[src/rtl/ccm_ctr_pack.sv]
// Packs the ccm_ctr ciphertext byte stream into MSB-first 128-bit blocks behind a 2-entry FIFO.
// Define CCM_CTR_PACK_OVF_EN to implement the sticky out_overflow flag; otherwise it is tied to 0.
module ccm_ctr_pack #(
   parameter int WIDTH       = 8,
   parameter int WIDTH_BLOCK = 128
) (
   input  logic                   clk,
   input  logic                   reset,
   input  logic [WIDTH-1:0]       in_data,
   input  logic                   in_en,
   input  logic [WIDTH-1:0]       in_data_length,
   output logic [WIDTH_BLOCK-1:0] out_block,
   output logic                   out_valid,
   input  logic                   out_ready,
   output logic                   out_last,
   output logic [4:0]             out_byte_cnt,
   output logic                   out_overflow
);

   localparam int          NBYTES = WIDTH_BLOCK / WIDTH;
   localparam int          RW     = WIDTH - 3;
   localparam logic [4:0]  NB     = 5'(NBYTES);

   typedef enum logic {IDLE, COLLECT} state_e;

   typedef struct packed {
      logic [WIDTH_BLOCK-1:0] blk;
      logic                   last;
      logic [4:0]             cnt;
   } entry_t;

   state_e                 state_q, state_d;
   logic [RW-1:0]          rem_q, rem_d, cur_rem, rem_n;
   logic [4:0]             slot_q, slot_d, idx, slot_n;
   logic [WIDTH_BLOCK-1:0] asm_q, asm_d, block_n;
   logic                   accept, push, push_ok, pop;
   logic                   len_unused;

   entry_t                 mem_q [2];
   entry_t                 wr_entry;
   logic                   wr_q, rd_q;
   logic [1:0]             count_q;

   // Residual (non-byte) length bits are deliberately ignored.
   assign len_unused = ^in_data_length[2:0];

   always_ff @(posedge clk) begin
      if (reset) begin
         state_q <= IDLE;
         rem_q   <= '0;
         slot_q  <= '0;
         asm_q   <= '0;
      end else begin
         state_q <= state_d;
         rem_q   <= rem_d;
         slot_q  <= slot_d;
         asm_q   <= asm_d;
      end
   end

   always_comb begin
      state_d = state_q;
      rem_d   = rem_q;
      slot_d  = slot_q;
      asm_d   = asm_q;
      if (accept) begin
         rem_d = rem_n;
         if (push) begin
            asm_d   = '0;
            slot_d  = '0;
            state_d = (rem_n == '0) ? IDLE : COLLECT;
         end else begin
            asm_d   = block_n;
            slot_d  = slot_n;
            state_d = COLLECT;
         end
      end
   end

   // In IDLE the byte count comes straight from the length input and lands in slot 0.
   always_comb begin
      cur_rem = (state_q == IDLE) ? in_data_length[WIDTH-1:3] : rem_q;
      idx     = (state_q == IDLE) ? 5'd0 : slot_q;
      accept  = in_en && (cur_rem != '0);
      rem_n   = cur_rem - RW'(1);
      slot_n  = idx + 5'd1;
      block_n = asm_q;
      for (int unsigned i = 0; i < NBYTES; i++) begin
         if (idx == 5'(i)) block_n[WIDTH_BLOCK-1-WIDTH*i -: WIDTH] = in_data;
      end
      push    = accept && ((slot_n == NB) || (rem_n == '0));
   end

   assign out_valid = (count_q != 2'd0);
   assign pop       = out_valid && out_ready;
   assign push_ok   = push && ((count_q != 2'd2) || pop);
   assign wr_entry  = '{blk: block_n, last: (rem_n == '0), cnt: slot_n};

   // When full with a simultaneous pop, wr_q == rd_q: the write reuses the slot being vacated.
   always_ff @(posedge clk) begin
      if (reset) begin
         mem_q[0] <= '0;
         mem_q[1] <= '0;
         wr_q     <= 1'b0;
         rd_q     <= 1'b0;
         count_q  <= 2'd0;
      end else begin
         if (push_ok) begin
            mem_q[wr_q] <= wr_entry;
            wr_q        <= ~wr_q;
         end
         if (pop) rd_q <= ~rd_q;
         count_q <= count_q + {1'b0, push_ok} - {1'b0, pop};
      end
   end

   assign out_block    = mem_q[rd_q].blk;
   assign out_last     = mem_q[rd_q].last;
   assign out_byte_cnt = mem_q[rd_q].cnt;

`ifdef CCM_CTR_PACK_OVF_EN
   logic ovf_q;
   always_ff @(posedge clk) begin
      if (reset) ovf_q <= 1'b0;
      else if (push && !push_ok) ovf_q <= 1'b1;
   end
   assign out_overflow = ovf_q;
`else
   assign out_overflow = 1'b0;
`endif

endmodule
[config.mk]
export PLATFORM = sky130hd
export DESIGN_NAME = ccm_ctr_pack
export DESIGN_NICKNAME = d
export VERILOG_FILES = /design/src/rtl/ccm_ctr_pack.sv
export SDC_FILE = /design/constraint.sdc
export NUM_CORES = 1
export LEC_CHECK = 0
export BUFFER_PORTS_ARGS = -buffer_cell sky130_fd_sc_hd__buf_2
export CORE_ASPECT_RATIO = 1.5
export CORE_MARGIN = 1.5
export CORE_UTILIZATION = 55
export CTS_CLUSTER_DIAMETER = 80
export DETAILED_ROUTE_END_ITERATION = 10
export GPL_TIMING_DRIVEN = 0
export HOLD_SLACK_MARGIN = 0.03
export PLACE_DENSITY_LB_ADDON = 0.3
export SLEW_MARGIN = 15
export SYNTH_ARGS = -nofsm -noshare
export SYNTH_HDL_FRONTEND = slang
export SYNTH_SLANG_ARGS = --single-unit
[constraint.sdc]
create_clock -name clk -period 8.26 [get_ports clk]
set_input_delay 0 -clock clk [delete_from_list [all_inputs] [get_ports clk]]
set_output_delay 0 -clock clk [all_outputs]
set_load 0.02 [all_outputs]
## Yosys cells after proc, flatten, opt, wreduce, memory -nomap -nowiden

Memory sizes are Yosys's and may differ from the RTL's. A register that Yosys moved wholly into a read port is not among the register bits.
Index checks and enable logic that the tools add are counted.

- Register bits: 143
- Input port bits: 20
- Output and inout port bits: 136
- Memory bits (writable): 268
- Memories kept: 1

- Bitwise gates (word level): 2
- Equality and inequality tests: 17
- Muxes and demuxes: 32
- $add $sub $neg: 4
- Reductions and logical operators: 11

Memories:

| memory | words | width | read ports | clocked after memory_dff | wr ports | RTL line | source |
|---|---|---|---|---|---|---|---|
| mem_q | 2 | 134 | 1 | 1 | 2 | 39 | `entry_t mem_q [2];` |

Operators with widths:

| cell | count |
|---|---|
| $mux W134 | 1 |
| $reduce_or A134 Y1 | 1 |
| $mux W128 | 1 |
| $mux W8 | 16 |
| $eq A5 B4 Y1 const B | 8 |
| $eq A5 B3 Y1 const B | 4 |
| $mux W5 | 3 |
| $mux W1 | 11 |
| $eq A5 B2 Y1 const B | 2 |
| $logic_not A5 Y1 | 2 |
| $add A5 B1 Y5 const B | 1 |
| $eq A5 B1 Y1 const B | 1 |
| $eq A5 B5 Y1 const B | 1 |
| $reduce_bool A5 Y1 | 1 |
| $sub A5 B1 Y5 const B | 1 |
| $logic_and A1 B1 Y1 | 4 |
| $add A2 B1 Y2 | 1 |
| $logic_or A1 B1 Y1 | 2 |
| $ne A2 B2 Y1 const B | 1 |
| $not A1 Y1 | 2 |
| $reduce_bool A2 Y1 | 1 |
| $sub A2 B1 Y2 | 1 |

## Logic depth before layout (Yosys ltp)

- Word-level depth: 11
- Gate-level depth with buffers: 15

## Worst setup path after synthesis

Ideal clock, no wire load.

- Path type: reg-to-reg
- Start: reg state_q
- End: mem mem_q[1][0] (netlist bit), enable pin
- Data arrival time: 5.249 ns
- Path slack: 2.518 ns
- Required time: 7.768 ns
- Stages on the path, launching flop included: 14
- Library setup time: 0.492 ns
- Period minus slack after synthesis: 5.742 ns
- Path through: dfxtp_1 buf_6 clkbuf_1 nand2_1 inv_1 ha_1 clkbuf_1 nand2_1 nor2_1 ha_1 nand4b_1 o31ai_4 and2_1 a21o_1

RTL lines:

| item | RTL line | source |
|---|---|---|
| start: declaration | 32 | `state_e state_q, state_d;` |
| start signal: assignment | 54 | `state_q <= state_d;` |
| end: declaration | 39 |  |

==> results.rst <==
.. list-table::
   :header-rows: 1

   * - Metric
     - Value
   * - Power density over the cells
     - roughly 250 nW/um^2
   * - WS Path Type
     - reg -> reg
   * - Final HPWL from detailed placement
     - 25.8 mm
   * - Setup fix buffers added after clock tree synthesis
     - 0
   * - Launch point of the critical path
     - state_q$_SDFFE_PP0P_
   * - Cell with the biggest individual delay on the critical path
     - sky130_fd_sc_hd__a21o_4
   * - First-pass GRT wire length
     - between 60 and 70 mm
   * - Worst flop-to-flop path startpoint
     - state_q$_SDFFE_PP0P_
   * - Clock edge transition at the registers on the reported setup and hold paths
     - 0.06 ns
   * - Ys flop type
     - sky130_fd_sc_hd__edfxtp_1
   * - Max Root-Sink Buffers
     - 3
   * - Layout overhead on the synthesized area
     - 15.8%
   * - Worst hold margin
     - about 0.052 ns
   * - Gr ovfl total
     - 0
   * - Period Utilization, post-route
     - 57.3%
   * - Number of primary I/O pins
     - 156
   * - Setup WS post-layout
     - 3.53 ns
   * - Cell area after layout
     - approximately 20000 um^2
   * - IR drop worst, VDD
     - about 0.21 mV
   * - Clock buffers created by TritonCTS
     - 38
   * - Total die area
     - approximately 33000 um^2
   * - Starting utilization of the core area
     - 56.2%
   * - Slew at the pin closest to its max-slew limit
     - 0.951 ns
   * - CP peak stage delay
     - roughly 0.54 ns
   * - Clock tree from TritonCTS
     - yes
   * - Share of synthesized area occupied by flip-flops and latches
     - 62.5%
   * - Core Box Area
     - 31100 um^2
   * - Fmax
     - 0.211 GHz
   * - Post-route clock skew
     - 0.0237 ns
   * - All-Layer GR Usage
     - 23.9%
   * - Area share of the leading cell type in the synthesized netlist
     - 46.0%
   * - Count of buffering cells on the critical path with inverters included
     - 6
   * - Number of vias in the routed layout
     - 11.2k
   * - Number of placement rows
     - 79
   * - Worst path required time
     - 8.47 ns
   * - Number of enable flip-flop cells after synthesis
     - 268
   * - H-tree depth
     - 2
   * - Count of yosys warnings during synthesis
     - 0
   * - Port-buffer cells
     - 150
   * - GPL Wtd Cong
     - 0.776
   * - DR pass1 iterations
     - 7
   * - Syn nets
     - approximately 1.4k
   * - Number of hold buffers added after CTS
     - 14
   * - Startpoint type of the worst setup path
     - register
   * - Number of pins with negative max-slew slack in the final report
     - 0
   * - Drt initial violations
     - slightly above 700
   * - Leak Pwr
     - 8.03 nW
   * - Family with the most delay on the worst path
     - buffers and inverters
   * - Utilization after layout
     - 65.1%
   * - Series of cell instances along the critical path
     - buf_6 > clkbuf_1 > nand2_1 > inv_1 > ha_1 > clkbuf_1 > nand2_1 > nor2_1 > ha_1 > nand4b_1 > o31ai_4 > and2_1 > a21o_4 > buf_16 > buf_16
   * - Count of cell types in the netlist
     - 46
   * - FF+latch count, synth
     - 412
   * - Post-route antenna net violation count
     - 0
   * - Result of the run
     - complete, no violations
   * - Cell taking the most area after synthesis
     - sky130_fd_sc_hd__edfxtp_1
   * - Pin count of the biggest net entering global routing
     - 60
   * - Setup slack after placement
     - 3.50 ns
   * - Fraction of layout cells with a size suffix above 1
     - 28.5%
   * - Number of setup violations in the final report
     - 0
   * - Startpoint of the lowest-slack hold path
     - in_data[3]
   * - Synth Cell Area
     - around 17000 um^2
   * - Number of global-route vias before repair
     - between 10k and 15k
   * - Worst endpoint data arrival time
     - between 4 and 5 ns
   * - Category of the worst setup path capture point
     - register
   * - Synth Instances
     - approximately 1.4k
   * - Hold violation total from the final report
     - 0
   * - Via density
     - between 5 and 6
   * - Kind of path behind the tightest hold check
     - in -> reg
   * - Final setup TNS
     - 0 ns
   * - Tmin final
     - 4.73 ns
   * - Mean cell area of the mapped netlist
     - 12.3 um^2
   * - Cell types with the highest counts after synthesis
     - sky130_fd_sc_hd__nor2_1, sky130_fd_sc_hd__edfxtp_1, sky130_fd_sc_hd__nand2_1, sky130_fd_sc_hd__dfxtp_1, sky130_fd_sc_hd__mux2_2
   * - Clock insertion delay at the later pin of the skew report
     - 0.54 ns
   * - Post-layout net count
     - 1656
   * - Number of instances resized during post-cts repair
     - 0
   * - Number of antenna violations at the first check in global routing
     - 0
   * - Chip Width
     - about 150 um
   * - Placed standard-cell area
     - 18900 um^2
   * - Final wirelength
     - 39.1 mm
   * - Top cells by area, synth
     - sky130_fd_sc_hd__edfxtp_1, sky130_fd_sc_hd__dfxtp_1, sky130_fd_sc_hd__mux2_2
   * - Sink count of the clock tree
     - 412
   * - RSZ-0062 raised after global routing
     - no
   * - Synth async-reset ratio
     - 0%
   * - Root Driver
     - sky130_fd_sc_hd__clkbuf_16
   * - Wire length per cell after detailed routing
     - 19.0 um
   * - Die Ht
     - 221 um
   * - Maximum fanout along the worst path
     - between 40 and 50
   * - Library cell with the highest instance count after synthesis
     - sky130_fd_sc_hd__nor2_1
   * - Max-cap violations
     - 0
   * - Remaining max-slew budget at the tightest pin
     - 36.6%
   * - DRC viols
     - 0
   * - Number of antenna cells inserted
     - 0
   * - Fill cells
     - approximately 2.4k
flip-flops by register name (all words and copies together) (netlist names), named ones only:
name and cells:
wr_q 1, rd_q 1, rem_q 5, state_q 1
mem_q 268, slot_q 5, asm_q 128, count_q 2
placed cells by master, fill, tap and decap left out, types with 4 or more instances in the layout:
cell | netlist | final
sky130_fd_sc_hd__nor2_1 | 280 | 280
sky130_fd_sc_hd__edfxtp_1 | 268 | 268
sky130_fd_sc_hd__buf_2 | 12 | 162
sky130_fd_sc_hd__nand2_1 | 161 | 161
sky130_fd_sc_hd__dfxtp_1 | 144 | 144
sky130_fd_sc_hd__mux2_2 | 135 | 135
sky130_fd_sc_hd__mux2i_1 | 132 | 132
sky130_fd_sc_hd__o21ai_2 | 80 | 80
sky130_fd_sc_hd__clkbuf_1 | 48 | 59
sky130_fd_sc_hd__o21ai_0 | 43 | 43
sky130_fd_sc_hd__clkbuf_16 | 0 | 42
sky130_fd_sc_hd__buf_6 | 20 | 20
sky130_fd_sc_hd__dlygate4sd3_1 | 0 | 14
sky130_fd_sc_hd__o21ai_1 | 10 | 10
sky130_fd_sc_hd__ha_1 | 10 | 10
sky130_fd_sc_hd__inv_1 | 9 | 9
sky130_fd_sc_hd__clkbuf_8 | 0 | 6
sky130_fd_sc_hd__nor3_1 | 5 | 5
sky130_fd_sc_hd__xor2_1 | 5 | 5
sky130_fd_sc_hd__and2_1 | 4 | 4
sky130_fd_sc_hd__nor3b_1 | 4 | 4
sky130_fd_sc_hd__nand2b_1 | 4 | 4
sky130_fd_sc_hd__a31oi_1 | 4 | 4
sky130_fd_sc_hd__buf_16 | 0 | 4
logic make-up after synthesis:
group | synth area share (%)
simple gates | 10.6
flops | 62.5
mux | 16.4
compound gates | 6.27
buf+inv | 3.09
fa+ha+maj | 0.715
xor+xnor | 0.401
other cells | 0.0214
through the flow:
stage                     instances  power, mW
after floorplan                1418       2.99
after global placement         1973       3.27
after detailed placement       1977       3.27
after CTS                      2060       5.00
after global routing           2060       5.13
final                          2060       4.97
path summary, 6_finish.rpt:
kind / to / cells past startpoint / slack, ns
worst max-delay path: mem_q[1][54]$_SDFFCE_PN0P_ / 15 / 3.53
worst min-delay path: asm_q[11]$_SDFFE_PP0P_ / 3 / 0.05
worst max register to register: mem_q[1][54]$_SDFFCE_PN0P_ / 15 / 3.53
worst min register to register: asm_q[123]$_SDFFE_PP0P_ / 2 / 0.45
worst register-to-register path, cell delays in order, from the launching register on:
cell                       delay [ns]
sky130_fd_sc_hd__dfxtp_1         0.39
sky130_fd_sc_hd__buf_6           0.19
sky130_fd_sc_hd__clkbuf_1        0.43
sky130_fd_sc_hd__nand2_1         0.19
sky130_fd_sc_hd__inv_1           0.21
sky130_fd_sc_hd__ha_1            0.18
sky130_fd_sc_hd__clkbuf_1        0.39
sky130_fd_sc_hd__nand2_1         0.10
sky130_fd_sc_hd__nor2_1          0.12
sky130_fd_sc_hd__ha_1            0.28
sky130_fd_sc_hd__nand4b_1        0.27
sky130_fd_sc_hd__o31ai_4         0.16
sky130_fd_sc_hd__and2_1          0.29
sky130_fd_sc_hd__a21o_4          0.55
sky130_fd_sc_hd__buf_16          0.34
sky130_fd_sc_hd__buf_16          0.29
area by class of cell:
type	count	area (um^2)	share of cell area, %
buffer	88	507	2.50
clock buffer	59	1170	5.80
clock inverter	10	71.3	0.352
inverter	9	33.8	0.167
multi-input combinational	909	6030	29.8
sequential	412	10900	54.0
tap	405	507	2.50
timing repair buffer	168	1000	4.94
report_power, final:
part           internal, mW  switching, mW
registers              2.26         0.0232
clock network         0.990          0.757
logic                 0.362          0.582
per-layer routing:
| layer | up-vias | GRT usage [%] | part of all wire [%] |
|---|---|---|---|
| met5 | - | 0 | 0 |
| met4 | 0 | 9.26 | 3.3 |
| met3 | 86 | 3.32 | 4.3 |
| met2 | 303 | 41.6 | 52 |
| met1 | 5458 | 29.9 | 41 |
| li1 | 5393 | - | - |
(Power assumes the default switching activity.)
